## src/rtl/sockit_spi_ser.sv

```systemverilog
// SPI mode-0 serializer: drains command words onto standard/dual/quad SPI pins at clk/2
// and returns captured read data. Quad I/O is present only when SOCKIT_SPI_SER_QUAD_EN is defined.
module sockit_spi_ser #(
  parameter int DW = 32,
  parameter int LW = $clog2(DW)
) (
  input  logic          clk,
  input  logic          rst,
  input  logic [DW-1:0] cmd_dat,
  input  logic [LW-1:0] cmd_len,
  input  logic [1:0]    cmd_iom,
  input  logic          cmd_wen,
  input  logic          cmd_ren,
  input  logic          cmd_ssh,
  input  logic          cmd_vld,
  output logic          cmd_rdy,
  output logic [DW-1:0] rsp_dat,
  output logic          rsp_vld,
  input  logic          rsp_rdy,
  output logic          spi_sclk,
  output logic          spi_ss_n,
  output logic [3:0]    spi_sio_o,
  output logic [3:0]    spi_sio_e,
  input  logic [3:0]    spi_sio_i
);

  typedef enum logic [1:0] {IDL, SHF, RSP} state_t;

  localparam logic [1:0] M_STD  = 2'd0;
  localparam logic [1:0] M_DUAL = 2'd1;
  localparam logic [1:0] M_QUAD = 2'd2;
`ifdef SOCKIT_SPI_SER_QUAD_EN
  localparam logic [3:0] PIN_MASK = 4'b1111;
`else
  localparam logic [3:0] PIN_MASK = 4'b0011;
`endif

  state_t          state, state_nxt;
  logic [DW-1:0]   shreg;
  logic [DW-1:0]   rdreg;
  logic [LW-1:0]   cnt;
  logic [1:0]      mode;
  logic            wen_q, ren_q, ssh_q;
  logic            sclk_q, ss_n_q, rsp_vld_q;
  logic [3:0]      sio_o_q, sio_e_q;
  logic            last_unit;

  // Reserved mode 3 falls back to standard; without quad support mode 2 degrades to dual.
  function automatic logic [1:0] mode_dec(input logic [1:0] iom);
    case (iom)
      2'd1:    mode_dec = M_DUAL;
`ifdef SOCKIT_SPI_SER_QUAD_EN
      2'd2:    mode_dec = M_QUAD;
`else
      2'd2:    mode_dec = M_DUAL;
`endif
      default: mode_dec = M_STD;
    endcase
  endfunction

  function automatic logic [3:0] unit_out(input logic [1:0] m, input logic [DW-1:0] sr);
    case (m)
      M_QUAD:  unit_out = sr[DW-1 -: 4];
      M_DUAL:  unit_out = {2'b00, sr[DW-1 -: 2]};
      default: unit_out = {3'b000, sr[DW-1]};
    endcase
  endfunction

  function automatic logic [DW-1:0] shift_unit(input logic [1:0] m, input logic [DW-1:0] sr);
    case (m)
      M_QUAD:  shift_unit = {sr[DW-5:0], 4'b0000};
      M_DUAL:  shift_unit = {sr[DW-3:0], 2'b00};
      default: shift_unit = {sr[DW-2:0], 1'b0};
    endcase
  endfunction

  // Standard mode reads MISO on sio[1]; wider modes take the low u pins.
  function automatic logic [DW-1:0] sample_in(input logic [1:0] m, input logic [DW-1:0] rd,
                                              input logic [3:0] sio);
    case (m)
      M_QUAD:  sample_in = {rd[DW-5:0], sio};
      M_DUAL:  sample_in = {rd[DW-3:0], sio[1:0]};
      default: sample_in = {rd[DW-2:0], sio[1]};
    endcase
  endfunction

  function automatic logic [3:0] oe_mask(input logic [1:0] m);
    case (m)
      M_QUAD:  oe_mask = 4'b1111;
      M_DUAL:  oe_mask = 4'b0011;
      default: oe_mask = 4'b0001;
    endcase
  endfunction

  assign last_unit = sclk_q && (cnt == '0);

  always_ff @(posedge clk or posedge rst) begin
    if (rst) state <= IDL;
    else     state <= state_nxt;
  end

  always_comb begin
    state_nxt = state;
    case (state)
      IDL:     if (cmd_vld) state_nxt = SHF;
      SHF:     if (last_unit) state_nxt = ren_q ? RSP : IDL;
      RSP:     if (rsp_rdy) state_nxt = IDL;
      default: state_nxt = IDL;
    endcase
  end

  always_ff @(posedge clk or posedge rst) begin
    if (rst) begin
      mode      <= M_STD;
      wen_q     <= 1'b0;
      ren_q     <= 1'b0;
      ssh_q     <= 1'b0;
      cnt       <= '0;
      sclk_q    <= 1'b0;
      ss_n_q    <= 1'b1;
      sio_o_q   <= 4'b0000;
      sio_e_q   <= 4'b0000;
      rsp_vld_q <= 1'b0;
      rdreg     <= '0;
    end else begin
      case (state)
        IDL: begin
          if (cmd_vld) begin
            mode    <= mode_dec(cmd_iom);
            wen_q   <= cmd_wen;
            ren_q   <= cmd_ren;
            ssh_q   <= cmd_ssh;
            cnt     <= cmd_len;
            ss_n_q  <= 1'b0;
            rdreg   <= '0;
            sio_o_q <= cmd_wen ? unit_out(mode_dec(cmd_iom), cmd_dat) : 4'b0000;
            sio_e_q <= cmd_wen ? oe_mask(mode_dec(cmd_iom)) : 4'b0000;
          end
        end
        SHF: begin
          if (!sclk_q) begin
            // Rising SCLK edge: capture the slave's bits.
            sclk_q <= 1'b1;
            if (ren_q) rdreg <= sample_in(mode, rdreg, spi_sio_i);
          end else begin
            sclk_q <= 1'b0;
            if (cnt == '0) begin
              sio_o_q   <= 4'b0000;
              sio_e_q   <= 4'b0000;
              ss_n_q    <= ~ssh_q;
              rsp_vld_q <= ren_q;
            end else begin
              cnt <= cnt - LW'(1);
              if (wen_q) sio_o_q <= unit_out(mode, shift_unit(mode, shreg));
            end
          end
        end
        RSP: if (rsp_rdy) rsp_vld_q <= 1'b0;
        default: ;
      endcase
    end
  end

  always_ff @(posedge clk) begin
    if (state == IDL && cmd_vld)  shreg <= cmd_dat;
    else if (state == SHF && sclk_q) shreg <= shift_unit(mode, shreg);
  end

  assign cmd_rdy   = (state == IDL);
  assign rsp_dat   = rdreg;
  assign rsp_vld   = rsp_vld_q;
  assign spi_sclk  = sclk_q;
  assign spi_ss_n  = ss_n_q;
  assign spi_sio_o = sio_o_q & PIN_MASK;
  assign spi_sio_e = sio_e_q & PIN_MASK;

endmodule

```

## config.mk

```make
export PLATFORM = sky130hd
export DESIGN_NAME = sockit_spi_ser
export DESIGN_NICKNAME = d
export VERILOG_FILES = /design/src/rtl/sockit_spi_ser.sv
export SDC_FILE = /design/constraint.sdc
export NUM_CORES = 1
export LEC_CHECK = 0
export ABC_CLOCK_PERIOD_IN_PS = 5800
export CAP_MARGIN = 5
export CORE_MARGIN = 4
export CORE_UTILIZATION = 25
export CTS_CLUSTER_SIZE = 40
export DETAILED_ROUTE_END_ITERATION = 6
export PLACE_DENSITY_LB_ADDON = 0.08
export SLEW_MARGIN = 20
export SYNTH_ARGS = -nofsm -noshare
export SYNTH_HDL_FRONTEND = slang
export SYNTH_SLANG_ARGS = --single-unit
```

## constraint.sdc

```tcl
create_clock -name clk -period 5.8 [get_ports clk]
set_input_delay 0.87 -clock clk [delete_from_list [all_inputs] [get_ports clk]]
set_output_delay 0.87 -clock clk [all_outputs]
set_load 0.02 [all_outputs]
```

==> results.sh <==
export IMPL_ys_flop_type="dfrtp_1"
export IMPL_met1Wirelength_um=4880
export IMPL_cts_inserted_buffers=9
export IMPL_final_common_cell="clkdlybuf4s50_1"
export IMPL_worstPathArrival_ns=2.89
export IMPL_synth_seq_cells=81
export IMPL_worst_slew_pin_slew_ns=1.11
export IMPL_start_util=0.256
export IMPL_wl_met3_um=632
export IMPL_clkTransAtPathRegs_ns=0.06
export IMPL_netlist_area_um2=4100
export IMPL_place_congestion=0.706
export IMPL_p_per_area_nw_per_um2=555
export IMPL_synth_cells=374
export IMPL_grt_usage=0.110
export IMPL_ios=94
export IMPL_synth_async_sr_flop_share=0.617
export IMPL_cts_tree="built"
export IMPL_postCtsSetupBuffers=0
export IMPL_rows=46
export IMPL_drive_gt1_frac=0.0771
export IMPL_whs_ns=0.482
export IMPL_first_iter_violations=161
export IMPL_cts_root_buf="clkbuf_16"
export IMPL_first_pass_iters=4
export IMPL_syn_to_final_growth_pct=33.1
export IMPL_grt_pass1_wl_um=16000
export IMPL_skew_ns=0.0116
export IMPL_hold_violations=0
export IMPL_io_buffers=87
export IMPL_fin_crit_sh=0.461
export IMPL_h_tree_depth=3
export IMPL_wirelength_um=9910
export IMPL_drv_cap=0
export IMPL_antenna_found_initial=1
export IMPL_seqCellArea_um2=2190
export IMPL_hold_buffers=0
export IMPL_drv_slew=0
export IMPL_top_layer="met5"
export IMPL_ant_nets=0
export IMPL_p_leak_uw=0.00223
export IMPL_min_period_ns=2.68
export IMPL_start_kind="input port"
export IMPL_fp_dieW_um=136
export IMPL_p_total_uw=3030
export IMPL_critPathKind="in2reg"
export IMPL_yosysWarningCount=0
export IMPL_grt_pass1_vias=3004
export IMPL_status="finished, final reports clean"
export IMPL_dp_cells=654
export IMPL_insertedDiodeCount=0
export IMPL_clock_latency_ns=0.34
export IMPL_hp_class="reg2reg"
export IMPL_required_ns=6.02
export IMPL_dr_total_vias=2978
export IMPL_setup_viol=0
export IMPL_post_drt_wl_per_cell_um=14.8
export IMPL_crit_fanout=34
export IMPL_nets=500
export IMPL_die_height_um=136
export IMPL_grt_overflow=0
export IMPL_ys_types=39
export IMPL_core_um2=16000
export IMPL_drcViolationCount=0
export IMPL_most_common_layout_cells="87 x clkdlybuf4s50_1, 68 x nand2_1, 64 x mux2i_1"
export IMPL_cts_resized=0
export IMPL_fp_dieArea_um2=18500
export IMPL_finalSetupTns_ns=0
export IMPL_grt_max_degree=69
export IMPL_synth_edf_count=31
export IMPL_nFillCells=1639
export IMPL_yosysSeqAreaShare=0.532
export IMPL_slew_limit_headroom=0.261
export IMPL_rsz0062_at_grt="false"
export IMPL_cts_sinks=81
export IMPL_hpwlAfterDp_um=6240
export IMPL_timing_fmax_mhz=374
export IMPL_vias_per_cell=4.44
export IMPL_multi_input_area_um2=1740
export IMPL_clk_path_buf_depth=2
export IMPL_avgSynthCellArea_um2=11.0
export IMPL_layout_cells_non_filler=670
export IMPL_wl_met2_um=4230
export IMPL_max_vdd_ir_drop_uv=191
export IMPL_end_kind="flip-flop"
-- cells in the mapped netlist (2+ instances only) --
master	instances	area share
mux2_2	2	0.0055
mux2_4	2	0.0073
o21ai_0	35	0.043
clkbuf_1	6	0.0055
dfrtp_1	49	0.30
mux2i_1	64	0.16
inv_1	8	0.0073
a21oi_1	9	0.011
o31ai_1	32	0.059
o32a_1	2	0.0049
edfxtp_1	31	0.23
buf_4	5	0.0092
o211ai_1	2	0.0037
nand2b_1	5	0.0076
nor2_1	9	0.0082
xnor2_1	2	0.0043
buf_2	18	0.022
nand3_1	5	0.0061
nand2_1	68	0.062
-- state kept, by name (all words and copies together) (netlist names) --
| register | count |
|---|---|
| rsp_dat | 32 |
| shreg | 31 |
| cnt | 5 |
| sio_e_q | 2 |
| sio_o_q | 2 |
| state | 2 |
| mode | 1 |
| ren_q | 1 |
| rsp_vld | 1 |
| spi_sclk | 1 |
| spi_ss_n | 1 |
| ssh_q | 1 |
| wen_q | 1 |
-- power breakdown --
| part | total [uW] | internal [uW] | switching, uW | leakage [uW] |
|---|---|---|---|---|
| Sequential | 1230 | 937 | 290 | 0.000948 |
| Combinational | 1160 | 555 | 605 | 0.00112 |
| Clock | 646 | 417 | 229 | 0.000167 |
-- critical path, stage by stage --
cell	delay, ns
clkdlybuf4s50_1	0.49
mux2i_1	0.10
or2_4	0.28
inv_2	0.55
and2_4	0.31
mux2_4	0.29
-- kinds of logic after synthesis --
group                      count (synthesis)  synth area share
AOI/OAI and AO/OA                         86             0.136
buffers and inverters                     39            0.0476
and+or+nand+nor                           96             0.107
adders and majority gates                  1           0.00305
xor gates and xnor gates                   2           0.00427
DFF                                       81             0.532
muxes                                     68             0.169
other                                      1          0.000914
-- per-layer routing --
layer / vias up / global-route usage
met5: - / 0
met4: 2 / 0.0420
met3: 13 / 0.0352
met2: 64 / 0.163
met1: 1410 / 0.150
li1: 1489 / -
-- through the flow --
stage	cell area, um2	util	setup slack, ns
final	5460	0.341	3.12
after global routing	5460	0.341	3.04
after CTS	5460	0.341	3.10
after detailed placement	5130	0.320	2.74
after global placement	5130	0.320	2.75
after floorplan	4110	-	3.54
-- path summary, 6_finish.rpt --
check | startpoint | end | slack [ns] | depth (start not counted)
worst max register to register | state[0]$_DFFE_PP0P_ | sio_e_q[1]$_DFFE_PP0P_ | 3.58 | 5
worst min-delay path | rsp_dat[31]$_DFFE_PP0P_ | rsp_dat[31]$_DFFE_PP0P_ | 0.48 | 2
worst max-delay path | cmd_vld | sio_e_q[1]$_DFFE_PP0P_ | 3.12 | 6
max in group asynchronous | rst | mode[0]$_DFFE_PP0P_ | 4.23 | 3
min in group asynchronous | rst | rsp_dat[19]$_DFFE_PP0P_ | 1.03 | 3
worst min register to register | rsp_dat[31]$_DFFE_PP0P_ | rsp_dat[31]$_DFFE_PP0P_ | 0.48 | 2
-- final cells by class --
cell class,count,area share
repair buffers,91,0.165
well taps,216,0.0495
inverters,9,0.00619
multi-input cells,257,0.318
flip-flops and latches,81,0.400
clock buffers,9,0.0412
clock inverters,7,0.0199
(Power assumes the default switching activity.)
